### src/rtl/voice_mixer.sv
// Parametrised voice mixer: per-voice gain and mute, one shared multiplier, master gain, saturation, valid/ready output.
// Optional peak-magnitude tracker is compiled in with `define VOICE_MIXER_PEAK_EN.
module voice_mixer #(
    parameter int N_VOICES = 8,
    parameter int SAMPLE_W = 16,
    parameter int GAIN_W   = 8
) (
    input  logic                         Clk,
    input  logic                         Reset_n,
    input  logic                         sample_tick,
    input  logic [N_VOICES*SAMPLE_W-1:0] voice_in,
    input  logic [N_VOICES*GAIN_W-1:0]   voice_gain,
    input  logic [N_VOICES-1:0]          voice_mute,
    input  logic [GAIN_W-1:0]            master_gain,
    output logic [SAMPLE_W-1:0]          out_sample,
    output logic                         out_valid,
    input  logic                         out_ready,
    output logic                         busy,
    output logic                         clip_sticky,
    output logic                         overrun_sticky,
    input  logic                         clr_flags,
    output logic [SAMPLE_W-1:0]          peak_abs
);

    localparam int IDX_W    = $clog2(N_VOICES);
    localparam int PROD_W   = SAMPLE_W + GAIN_W + 1;
    localparam int ACC_W    = SAMPLE_W + GAIN_W + 1 + IDX_W;
    localparam int SCALED_W = ACC_W + GAIN_W + 1;
    localparam int SHIFT    = 2 * (GAIN_W - 1);

    localparam logic [IDX_W-1:0]           LAST_IDX = IDX_W'(N_VOICES - 1);
    localparam logic signed [SCALED_W-1:0] SAT_MAX  = {{(SCALED_W-SAMPLE_W+1){1'b0}}, {(SAMPLE_W-1){1'b1}}};
    localparam logic signed [SCALED_W-1:0] SAT_MIN  = {{(SCALED_W-SAMPLE_W+1){1'b1}}, {(SAMPLE_W-1){1'b0}}};
    localparam logic [SAMPLE_W-1:0]        OUT_MAX  = {1'b0, {(SAMPLE_W-1){1'b1}}};
    localparam logic [SAMPLE_W-1:0]        OUT_MIN  = {1'b1, {(SAMPLE_W-1){1'b0}}};

    typedef enum logic [1:0] {IDLE, ACCUM, SCALE, OUTPUT} state_t;

    state_t                         state;
    logic [IDX_W-1:0]               idx;
    logic signed [ACC_W-1:0]        acc;
    logic [N_VOICES*SAMPLE_W-1:0]   snap_voice;
    logic [N_VOICES*GAIN_W-1:0]     snap_gain;
    logic [N_VOICES-1:0]            snap_mute;
    logic [GAIN_W-1:0]              snap_master;

    logic signed [SAMPLE_W-1:0]     cur_sample;
    logic signed [GAIN_W:0]         cur_gain;
    logic signed [GAIN_W:0]         master_s;
    logic signed [PROD_W-1:0]       product;
    logic signed [ACC_W-1:0]        term;
    logic signed [SCALED_W-1:0]     scaled;
    logic signed [SCALED_W-1:0]     t;
    logic [SAMPLE_W-1:0]            sat_val;
    logic                           clip_now;
    logic                           start;
    logic                           transfer;
    logic                           clip_set;
    logic                           overrun_set;

    // NOTE: every always_comb output gets a default first so no path leaves it unassigned (no latch).
    always_comb begin
        cur_sample = snap_voice[idx*SAMPLE_W +: SAMPLE_W];
        cur_gain   = {1'b0, snap_gain[idx*GAIN_W +: GAIN_W]};
        master_s   = {1'b0, snap_master};
        product    = PROD_W'(cur_sample) * PROD_W'(cur_gain);
        term       = snap_mute[idx] ? '0 : ACC_W'(product);
        scaled     = SCALED_W'(acc) * SCALED_W'(master_s);
        t          = scaled >>> SHIFT;
        sat_val    = t[SAMPLE_W-1:0];
        clip_now   = 1'b0;
        if (t > SAT_MAX) begin
            sat_val  = OUT_MAX;
            clip_now = 1'b1;
        end else if (t < SAT_MIN) begin
            sat_val  = OUT_MIN;
            clip_now = 1'b1;
        end
    end

    // A tick is taken in IDLE or on the cycle the held output is accepted; anywhere else it is dropped.
    assign transfer    = (state == OUTPUT) && out_ready;
    assign start       = sample_tick && ((state == IDLE) || transfer);
    assign clip_set    = (state == SCALE) && clip_now;
    assign overrun_set = sample_tick && !start;

    always_ff @(posedge Clk or negedge Reset_n) begin
        if (!Reset_n) begin
            state          <= IDLE;
            idx            <= '0;
            acc            <= '0;
            out_sample     <= '0;
            out_valid      <= 1'b0;
            busy           <= 1'b0;
            clip_sticky    <= 1'b0;
            overrun_sticky <= 1'b0;
            // NOTE: snapshot registers are reset too so the datapath never carries X into acc.
            snap_voice     <= '0;
            snap_gain      <= '0;
            snap_mute      <= '0;
            snap_master    <= '0;
        end else begin
            // NOTE: set is OR-ed after the clear term so a same-cycle set wins over clr_flags.
            clip_sticky    <= clip_set    | (clip_sticky    & ~clr_flags);
            overrun_sticky <= overrun_set | (overrun_sticky & ~clr_flags);

            if (start) begin
                snap_voice  <= voice_in;
                snap_gain   <= voice_gain;
                snap_mute   <= voice_mute;
                snap_master <= master_gain;
                acc         <= '0;
                idx         <= '0;
                out_valid   <= 1'b0;
                busy        <= 1'b1;
                state       <= ACCUM;
            end else begin
                case (state)
                    ACCUM: begin
                        acc <= acc + term;
                        if (idx == LAST_IDX) begin
                            idx   <= '0;
                            state <= SCALE;
                        end else begin
                            idx <= idx + 1'b1;
                        end
                    end
                    SCALE: begin
                        out_sample <= sat_val;
                        out_valid  <= 1'b1;
                        state      <= OUTPUT;
                    end
                    OUTPUT: begin
                        if (out_ready) begin
                            out_valid <= 1'b0;
                            busy      <= 1'b0;
                            state     <= IDLE;
                        end
                    end
                    default: state <= IDLE;
                endcase
            end
        end
    end

`ifdef VOICE_MIXER_PEAK_EN
    logic [SAMPLE_W-1:0] out_abs;

    always_comb begin
        out_abs = out_sample;
        if (out_sample == OUT_MIN) begin
            out_abs = OUT_MAX;
        end else if (out_sample[SAMPLE_W-1]) begin
            out_abs = -out_sample;
        end
    end

    // A transfer in the same cycle as a clear restarts tracking from that sample.
    always_ff @(posedge Clk or negedge Reset_n) begin
        if (!Reset_n) begin
            peak_abs <= '0;
        end else if (transfer) begin
            if (clr_flags || (out_abs > peak_abs)) begin
                peak_abs <= out_abs;
            end
        end else if (clr_flags) begin
            peak_abs <= '0;
        end
    end
`else
    assign peak_abs = '0;
`endif

endmodule

### config.mk
export PLATFORM = sky130hd
export DESIGN_NAME = voice_mixer
export DESIGN_NICKNAME = d
export VERILOG_FILES = /design/src/rtl/voice_mixer.sv
export SDC_FILE = /design/constraint.sdc
export NUM_CORES = 1
export LEC_CHECK = 0
export CAP_MARGIN = 20
export CORE_MARGIN = 3
export CORE_UTILIZATION = 55
export DETAILED_ROUTE_END_ITERATION = 10
export PLACE_DENSITY_LB_ADDON = 0.3
export SKIP_LAST_GASP = 1
export SYNTH_ARGS = -nofsm -noshare
export SYNTH_HDL_FRONTEND = slang
export SYNTH_SLANG_ARGS = --single-unit
### constraint.sdc
create_clock -name Clk -period 17.4 [get_ports Clk]
set_input_delay 1.74 -clock Clk [delete_from_list [all_inputs] [get_ports Clk]]
set_output_delay 1.74 -clock Clk [all_outputs]
set_load 0.005 [all_outputs]
==> results_dict.tcl <==
set metrics [dict create \
    report.final.slew_viol_count 0 \
    antenna_cells 0 \
    synth.most_common_cell "nand2_1" \
    root_buffer "clkbuf_16" \
    nets 3619 \
    ys.flop_type "dfrtp_1" \
    cts_resized 0 \
    die_x_microns 219.6 \
    synth_cells 2818 \
    synthToLayoutAreaGrowth_pct 14.67 \
    grt_max_degree 111 \
    remaining_drc_errors 0 \
    postSynthAreaPerCell_sq_um 8.901 \
    ios 249 \
    finalSetupViolCount 0 \
    clockBufferDepth 3 \
    die_h_microns 219.6 \
    ys_seq_area_frac 0.2604 \
    synth_top_area_frac 0.2604 \
    fillers 3588 \
    vias 19763 \
    instances_no_fill 3591 \
    finalSetupTns_ns 0 \
    crit_path_start_kind "flip-flop" \
    required_ns 17.92 \
    max_slew_margin 0.2481 \
    hold_violations 0 \
    cp.depth 33 \
    tightest_slew_ns 1.128 \
    crit_type "reg -> reg" \
    gp_congestion 0.8901 \
    clk_pin_slew_ns 0.06 \
    grt.total_usage 0.2606 \
    postCtsHoldBufs 0 \
    clock-sinks 261 \
    hpwl_microns 47840 \
    core_sq_um 44610 \
    rows 77 \
    grt_pass1_wl_microns 101900 \
    drive_gt1_frac 0.05769 \
    synth_top_area_cell "dfrtp_1" \
    maxCapViolations 0 \
    cts_tree "done" \
    grt_pass1_vias 20583 \
    synth-edff-count 0 \
    cp_top_family "adder cells" \
    outcome "complete, no violations" \
    grt-ovfl-total 0 \
    finalCriticalPeriod_ns 8.617 \
    postRouteAntennaNets 0 \
    reg2reg_depth 33 \
    skew_ns 0.01301 \
    hold_depth 2 \
    vias_per_cell 5.503 \
    synth.distinct_cells 82 \
    end_kind "flip-flop" \
    die-area_sq_um 48200 \
    rsz0062_at_grt "false" \
    dr.pass1.iters 5 \
    max_freq_ghz 0.1160 \
    worstPathArrival_ns 9.13 \
    critPathMaxFanout 29 \
    min_period_over_period 0.4953 \
    netlist_top_cells_area "dfrtp_1, fa_1, nand2_1" \
    max_stage_delay_ns 0.81 \
    drtIter0Drc 1450 \
    hp-class "reg -> reg" \
    placed_cells 3536 \
    start_util 0.5623 \
    postLayoutCoreUtil 0.6448 \
    cts_max_level 1 \
    antenna_found_initial 0 \
    clk_latency_ns 0.58 \
    synthArstFlopShare 1.000 \
    wl_microns 61430 \
    ys_ff_latch 261 \
    cp_num_buf_inv 6 \
    cts_inserted_buffers 31 \
    routedWlPerCell_microns 17.11 \
    post_cts_buffers 0 \
    syn_area_sq_um 25080 \
    cpMaxStageDelayCell "dfrtp_4" \
    portBuffers 232 \
    yosysWarnings 0 \
    ys_top_cells_by_count "nand2_1, inv_1, fa_1, dfrtp_1, nor2_1" \
]
-- layout by cell type (no fill, tap or decap), drive strengths merged, types with 35 or more instances in the layout --
| cell type | netlist | layout |
|---|---|---|
| and2 | 139 | 139 |
| nand2 | 786 | 786 |
| nor2 | 159 | 159 |
| ha | 153 | 153 |
| o21ai | 37 | 37 |
| clkbuf | 101 | 44 |
| mux4 | 50 | 50 |
| inv | 380 | 385 |
| clkdlybuf4s50 | 0 | 231 |
| xnor2 | 46 | 46 |
| fa | 276 | 276 |
| a21o | 35 | 35 |
| dfrtp | 261 | 261 |
| mux2i | 36 | 36 |
| a21oi | 70 | 70 |
-- cell type report --
class	instances	area, sq um	share of cell area
clock buffers	44	894.6	0.03110
clock inverters	11	108.9	0.003785
inverters	380	1426	0.04959
multi-input cells	2053	16590	0.5769
flip-flops and latches	261	6536	0.2273
well taps	592	740.7	0.02575
repair buffers	250	2462	0.08561
-- layer usage --
metal	vias up	global-route usage	wire length, microns
met5	-	0	0
met4	0	0.06546	1438
met3	101	0.03723	3848
met2	625	0.4338	29830
met1	9908	0.3630	26310
li1	9129	-	-
-- tightest hold or removal path, stage by stage, from the launching register on --
cell and delay (ns):
dfrtp_1 0.34, nand2_1 0.05, nand2_1 0.05
-- flip-flops by register name, indices dropped and copies added (netlist names) --
name and flops:
snap_voice 128, snap_gain 64, acc 28, out_sample 16
snap_master 8, snap_mute 8, idx 3, state 2
busy 1, clip_sticky 1, out_valid 1, overrun_sticky 1
-- metrics by stage --
stage	hold WS [ns]	worst slack [ns]	cell area, sq um
after floorplan	0.4403	9.377	25140
after global placement	0.4521	8.904	27760
after detailed placement	0.4576	8.825	27760
after CTS	0.4722	8.734	28760
after global routing	0.4906	8.150	28760
final	0.4720	8.783	28760
-- worst paths after layout --
check / from / end / slack [ns]
worst max-delay path: idx[0] / acc[27] / 8.78
worst min-delay path: snap_gain[27] / snap_gain[27] / 0.47
worst max register to register: idx[0] / acc[27] / 8.78
worst min register to register: snap_gain[27] / snap_gain[27] / 0.47
max in group asynchronous: Reset_n / snap_voice[52] / 13.77
min in group asynchronous: Reset_n / snap_gain[37] / 1.22
-- kinds of logic after synthesis --
kind of cell	Yosys count	synth area share
adders and majority gates	431	0.2975
AOI/OAI and AO/OA	244	0.06799
muxes	93	0.06240
xor gates and xnor gates	67	0.02474
buffers and inverters	519	0.08096
DFF	261	0.2604
other	1	0.0001495
and+or+nand+nor	1202	0.2059
Power is left out: the tool's default activity adds up to more than one toggle a clock period on the data nets, which glitch-free logic cannot reach.
